===== src/rtl/serial_pkg.sv =====
// Shared types and line-level constants for the serial receiver.
// Pure declarations: no latency, no flow control.
package serial_pkg;

  typedef enum logic [1:0] {
    IDLE = 2'd0,
    DATA = 2'd1,
    STOP = 2'd2
  } rx_state_t;

  localparam int DATA_BITS = 8;
  localparam int CNT_W     = $clog2(DATA_BITS);

  localparam logic IDLE_LVL  = 1'b1;
  localparam logic START_LVL = 1'b0;
  localparam logic STOP_LVL  = 1'b1;

  // Bit counter value carried by the final data-bit strobe of a frame.
  localparam logic [CNT_W-1:0] LAST_BIT = CNT_W'(DATA_BITS - 1);

endpackage


===== src/rtl/rx_shift_reg.sv =====
// Serial-in shift register with per-frame direction; one bit per enabled cycle.
// Latency: one clock per shift. No backpressure: en is the only qualifier.
module rx_shift_reg
  import serial_pkg::*;
(
  input  logic                 clk,
  input  logic                 rst,
  input  logic                 en,
  input  logic                 msb_first,
  input  logic                 din,
  output logic [DATA_BITS-1:0] dout
);

  // msb_first: new bit enters at bit 0 so the first bit ends up at the top.
  always_ff @(posedge clk) begin
    if (rst) begin
      dout <= '0;
    end else if (en) begin
      if (msb_first) begin
        dout <= {dout[DATA_BITS-2:0], din};
      end else begin
        dout <= {din, dout[DATA_BITS-1:1]};
      end
    end
  end

endmodule


===== src/rtl/serial_receiver.sv =====
// Strobed 8N1 serial receiver with single-byte holding register and sticky errors.
// Byte visible the cycle after the stop strobe; no backpressure, late ack flags overrun.
module serial_receiver
  import serial_pkg::*;
(
  input  logic                 clk,
  input  logic                 rst,
  input  logic                 sin,
  input  logic                 sin_en,
  input  logic                 msb_first,
  input  logic                 q_ack,
  output logic [DATA_BITS-1:0] q,
  output logic                 q_valid,
  output logic                 frame_err,
  output logic                 overrun,
  output logic                 busy
);

  rx_state_t             state_q, state_d;
  logic [CNT_W-1:0]      cnt_q, cnt_d;
  logic                  dir_q, dir_d;
  logic                  wait_q, wait_d;
  logic                  shift_en;
  logic                  deliver;
  logic                  bad_stop;
  logic [DATA_BITS-1:0]  shift_dat;

  rx_shift_reg u_shift (
    .clk       (clk),
    .rst       (rst),
    .en        (shift_en),
    .msb_first (dir_q),
    .din       (sin),
    .dout      (shift_dat)
  );

  always_ff @(posedge clk) begin
    if (rst) begin
      state_q <= IDLE;
      cnt_q   <= '0;
      dir_q   <= 1'b0;
      wait_q  <= 1'b0;
    end else begin
      state_q <= state_d;
      cnt_q   <= cnt_d;
      dir_q   <= dir_d;
      wait_q  <= wait_d;
    end
  end

  // wait_q blocks a new start after a bad stop until the line is seen idle again.
  always_comb begin
    state_d  = state_q;
    cnt_d    = cnt_q;
    dir_d    = dir_q;
    wait_d   = wait_q;
    shift_en = 1'b0;
    deliver  = 1'b0;
    bad_stop = 1'b0;
    if (sin_en) begin
      case (state_q)
        IDLE: begin
          if (sin == START_LVL && !wait_q) begin
            state_d = DATA;
            cnt_d   = '0;
            dir_d   = msb_first;
          end else if (sin == IDLE_LVL) begin
            wait_d = 1'b0;
          end
        end
        DATA: begin
          shift_en = 1'b1;
          cnt_d    = cnt_q + 1'b1;
          if (cnt_q == LAST_BIT) begin
            state_d = STOP;
          end
        end
        STOP: begin
          state_d = IDLE;
          if (sin == STOP_LVL) begin
            deliver = 1'b1;
          end else begin
            bad_stop = 1'b1;
            wait_d   = 1'b1;
          end
        end
        default: state_d = IDLE;
      endcase
    end
  end

  always_ff @(posedge clk) begin
    if (rst) begin
      q         <= '0;
      q_valid   <= 1'b0;
      frame_err <= 1'b0;
      overrun   <= 1'b0;
    end else begin
      if (deliver) begin
        q         <= shift_dat;
        q_valid   <= 1'b1;
        frame_err <= 1'b0;
        // An ack in the same cycle consumes the old byte, so nothing is lost.
        if (q_valid && !q_ack) begin
          overrun <= 1'b1;
        end
      end else if (q_ack) begin
        q_valid <= 1'b0;
      end
      if (bad_stop) begin
        frame_err <= 1'b1;
      end
    end
  end

  assign busy = (state_q != IDLE);

endmodule


===== config.mk =====
export PLATFORM = sky130hd
export DESIGN_NAME = serial_receiver
export DESIGN_NICKNAME = d
export VERILOG_FILES = /design/src/rtl/serial_pkg.sv /design/src/rtl/rx_shift_reg.sv /design/src/rtl/serial_receiver.sv
export SDC_FILE = /design/constraint.sdc
export NUM_CORES = 1
export LEC_CHECK = 0
export ABC_CLOCK_PERIOD_IN_PS = 1500
export CORE_AREA = 2 2 51 53
export DETAILED_ROUTE_END_ITERATION = 16
export DIE_AREA = 0 0 53 55
export PLACE_DENSITY = 0.72
export SETUP_SLACK_MARGIN = 0.1
export SLEW_MARGIN = 20
export SYNTH_ARGS = -nofsm -noshare
export SYNTH_HDL_FRONTEND = slang
export SYNTH_HIERARCHICAL = 1
export SYNTH_SLANG_ARGS = --single-unit

===== constraint.sdc =====
create_clock -name clk -period 1.5 [get_ports clk]
set_input_delay 0.3 -clock clk [delete_from_list [all_inputs] [get_ports clk]]
set_output_delay 0.3 -clock clk [all_outputs]
set_load 0.02 [all_outputs]

## Yosys cells after proc, flatten, opt, wreduce, memory -nomap -nowiden

Index checks and enable logic that the tools add are counted.

| word-level totals | value |
|---|---|
| bits in registers | 26 |

| operators by class | value |
|---|---|
| $add $sub $neg | 1 |
| eq/ne operators | 8 |
| muxes and demuxes | 22 |
| bitwise logic cells | 1 |
| reductions and logical operators | 15 |

Operators with widths:

| cell | count |
|---|---|
| 1-bit two-way mux | 15 |
| 2-bit != test (second input constant) | 5 |
| 2-bit nonzero test | 5 |
| 3-bit AND reduction | 3 |
| 8-bit two-way mux | 1 |
| 3-bit one-hot mux with 2 select lines | 1 |
| 5-bit AND reduction | 1 |
| 2-bit two-way mux | 2 |
| 2-bit one-hot mux with 2 select lines | 1 |
| 3-bit by 1-bit adder with 3-bit output (second input constant) | 1 |
| 3-bit equality test (second input constant) | 1 |
| 3-bit two-way mux | 1 |
| 2-bit by 1-bit equality test with 1-bit output (second input constant) | 1 |
| 2-bit equality test (second input constant) | 1 |
| 1-bit logical AND | 2 |
| 1-bit zero test | 2 |
| 2-bit zero test | 1 |
| 1-bit one-hot mux with 2 select lines | 1 |
| 2-bit AND reduction | 1 |
| 1-bit inverter | 1 |

## Logic depth before layout (Yosys ltp)

| depth | value |
|---|---|
| word-level depth | 5 |
| mapped depth | 7 |

## Modules after synthesis

The synthesis kept the hierarchy.

Modules (own cells, without submodules):

| module | times used | cells an instance | area an instance (µm²) | seq. area each (µm²) |
|---|---|---|---|---|
| serial_receiver | 1 | 90 | 789.5 | 360.3 |
| rx_shift_reg | 1 | 36 | 369.1 | 160.2 |

## Worst setup path after synthesis

No wires, ideal clock.

| timing path | value |
|---|---|
| path type | register to register |
| start | register state_q[0] |
| end | register u_shift.dout[6] |
| library setup time | 0.086 ns |
| data arrival time | 1.212 ns |
| data required time | 1.414 ns |
| slack | 0.203 ns |
| stages on the path, launching flop included | 8 |
| clock period less this slack | 1.297 ns |
| cell sequence | dfxtp_1 buf_2 nor2b_1 and2_1 buf_4 buf_6 nor2_1 a211oi_1 |

| between the ends | value |
|---|---|
| word-level cells in the longest chain between the ends | 3 |

RTL lines:

| item | RTL line | RTL |
|---|---|---|
| start: declaration | serial_receiver.sv:19 | `rx_state_t state_q, state_d;` |
| start signal: assignment | serial_receiver.sv:44 | `state_q <= state_d;` |
| 2-bit by 1-bit equality test with 1-bit output | serial_receiver.sv:61 | `case (state_q)` |
| 1-bit two-way mux | serial_receiver.sv:61 |  |
| 1-bit two-way mux | serial_receiver.sv:60 | `if (sin_en) begin` |
| net shift_en | serial_receiver.sv:23 | `logic shift_en;` |
| end signal: assignment | rx_shift_reg.sv:20 | `dout <= {dout[DATA_BITS-2:0], din};` |
| end signal: assignment | rx_shift_reg.sv:22 | `dout <= {din, dout[DATA_BITS-1:1]};` |
| end: declaration | rx_shift_reg.sv:11 | `output logic [DATA_BITS-1:0] dout` |

The timed path passes the listed nets, and every way through them passes these cells.
A chain may end at the register's enable or synchronous reset.

## Worst setup path after layout

| timing path | value |
|---|---|
| start | register state_q[0] |
| end | output port busy |

| between the ends | value |
|---|---|
| word-level cells in the longest chain between the ends | 1 |

RTL lines:

| item | RTL line | RTL |
|---|---|---|
| 2-bit nonzero test | serial_receiver.sv:116 | `assign busy = (state_q != IDLE);` |
| end: declaration | serial_receiver.sv:16 | `output logic busy` |

Every way passes these cells.

==> results.toml <==
[run_status]
status = "finished clean"

[synthesis]
synth.most_common_cell = "dfxtp_1"
synth-main-ff-cell = "dfxtp_1"
synth_top_area_share_pct = 44.92
synthesis.area_um2 = 1159
synth_area_leaders = "dfxtp_1 45%, mux2i_1 7.8%, a21oi_1 6.0%"
synth_warnings = 6
synth.distinct_cells = 32
synth_fp_nets = 134
avgSynthCellArea_um2 = 9.195
synth_seq_cells = 26
ys_seq_area_share_pct = 44.92
ys_top_cells_by_count = "26 x dfxtp_1, 16 x nand2_1, 14 x a21oi_1"
synth_edf_count = 0
yosysTopAreaCell = "dfxtp_1"
synth-async-reset-ratio_pct = 0
syn_inst = 126

[power_and_ir_drop]
powerDensity_nw_per_um2 = 897.7
p_leak_uw = 0.0005716
peakVddDrop_mv = 0.6399

[final_layout]
multi_input_area_um2 = 565.5
nets = 156
diodes = 0
finish.utilization_pct = 60.16
seq_area_um2 = 523.0
final_layout_size_suffix_gt1_share_pct = 17.01
syn_to_final_growth_pct = 22.79
n_fill_cell = 224

[placement]
gp_congestion = 0.7590
portBuffers = 17
hpwl_mm = 1.772

[clocking]
cts_inserted_buffers = 3
clkSinkCount = 26
path_clk_slew_ns = 0.13
cts-root-buf = "clkbuf_4"
cts_max_level = 1
cts_max_path_buffers = 2
cts_tree = "yes"
clk_latency_ns = 0.32

[sta]
finalCritPeriodShare_pct = 88.82
holdWs_ns = 0.4639
slew_headroom_pct = 68.26
finClkSkew_ns = 0.002059
hold_viol_final = 0
tightest_slew_ns = 0.4755
finalMaxSlewViolations = 0
fmax_mhz = 750.6
rsz0062_at_grt = "yes"
setup_viol = 0
min_period_ns = 1.332

[worst_setup_path]
reg2reg_slack_ns = 0.21
start_kind = "flop"
endpoint = "busy"
cp-startpoint = "state_q[0]"
r2r_start = "state_q[1]"
crit_path_max_fanout = 3
crit_type = "flop to output pin"
cp-end-kind = "output pin"
reg2regPathDepth = 6
cp.required_ns = 1.20
r2r-end = "u_shift/dout[0]"
critPathArrivalTime_ns = 1.03

[floorplan]
initial_utilization_pct = 48.99
coreArea_um2 = 2365
io_pins = 18
die_h_um = 55
rows = 18
die_w_um = 53
die_area_um2 = 2915

[detailed_routing]
dr.pass1.iters = 4
viasPerCell = 5.339
via_count = 945
detail-route-antenna-nets = 0
totalWireLength_mm = 2.376
initialDrtViolationCount = 9
wire_per_inst_um = 13.42
drc_errors = 0

[global_route]
grtUsageTotal_pct = 19.00
grt-ovfl-total = 0
grt_max_degree = 20
grt_antenna_before_repair = 0
grt_pass1_wl_mm = 3.926
grt_pass1_vias = 871

[job]
cap_violations = 0

[hold_path]
hold_class = "flop to flop"
## cells in the final DEF (no fill, tap or decap), types with 4 or more instances in the layout
cell / count
nand2b_1: 6
dlygate4sd2_1: 11
o21ai_0: 4
clkdlybuf4s50_1: 5
buf_4: 10
nand2_1: 16
mux2i_1: 9
nor2_1: 10
dfxtp_1: 24
a211oi_1: 8
a21oi_1: 14
## timing repair
action / in CTS / in global routing
setup endpoints to repair: 12 / 9
hold buffers: 0 / 0
resized for setup: 16 / 6
buffers inserted: 0 / 0
## report_power, final
group	switching, uW	leakage, uW	internal [uW]	total (uW)
sequential	29.0	0.000212	717	746
clock	199	0.0000210	148	348
combinational	84.2	0.000339	99.2	183
## worst min-delay path by stage
stage	start	end	slack (ns)	cells past startpoint
global route	q[2]	q[2]	0.48	2
CTS	q[2]	q[2]	0.47	2
finish	q[2]	q[2]	0.46	2
detailed placement	q[2]	q[2]	0.45	2
global placement	q[4]	q[4]	0.44	2
floorplan	u_shift/dout[7]	q[7]	0.44	2
## state kept, by name, indices dropped and copies added, names as in the netlist
signal        flops
q                 8
u_shift/dout      8
cnt_q             3
state_q           2
dir_q             1
frame_err         1
overrun           1
q_valid           1
wait_q            1
## worst max-delay path, cell delays in order (launching register included)
cell     delay (ns)
dfxtp_2        0.36
or2_4          0.23
buf_6          0.13
## layer usage
metal | vias to the layer above | track usage [%] | part of all wire, %
met4 | 0 | 11.54 | 2.0
met1 | 438 | 20.90 | 42
li1 | 486 | - | -
met5 | - | 0 | 0
met3 | 4 | 2.419 | 2.6
met2 | 17 | 35.00 | 53
## stage by stage
stage | cells | setup TNS [ns] | setup slack, ns | total power (uW) | area [um2]
2_1_floorplan | 126 | 0 | 0.2029 | 876.2 | 1159
3_3_place_gp | 173 | -0.1709 | -0.02841 | 929.7 | 1389
3_5_place_dp | 173 | -0.5334 | -0.1065 | 937.1 | 1389
4_1_cts | 177 | 0 | 0.07759 | 1281 | 1408
5_1_grt | 177 | 0 | 0.06302 | 1344 | 1423
6_report | 177 | 0 | 0.1677 | 1277 | 1423
## kinds of logic after synthesis
| family | count (synthesis) | share of synthesized area, % |
|---|---|---|
| fa+ha+maj | 2 | 2.159 |
| simple gates | 44 | 20.30 |
| flops | 26 | 44.92 |
| mux | 9 | 7.776 |
| compound gates | 32 | 17.93 |
| buf+inv | 13 | 6.910 |
## cell type report
| class | instances | area share (%) |
|---|---|---|
| repair buffers | 28 | 17.77 |
| well taps | 30 | 2.639 |
| inverters | 2 | 0.5277 |
| flip-flops and latches | 26 | 36.76 |
| clock buffers | 4 | 2.551 |
| multi-input cells | 87 | 39.75 |
(Power assumes the default switching activity.)
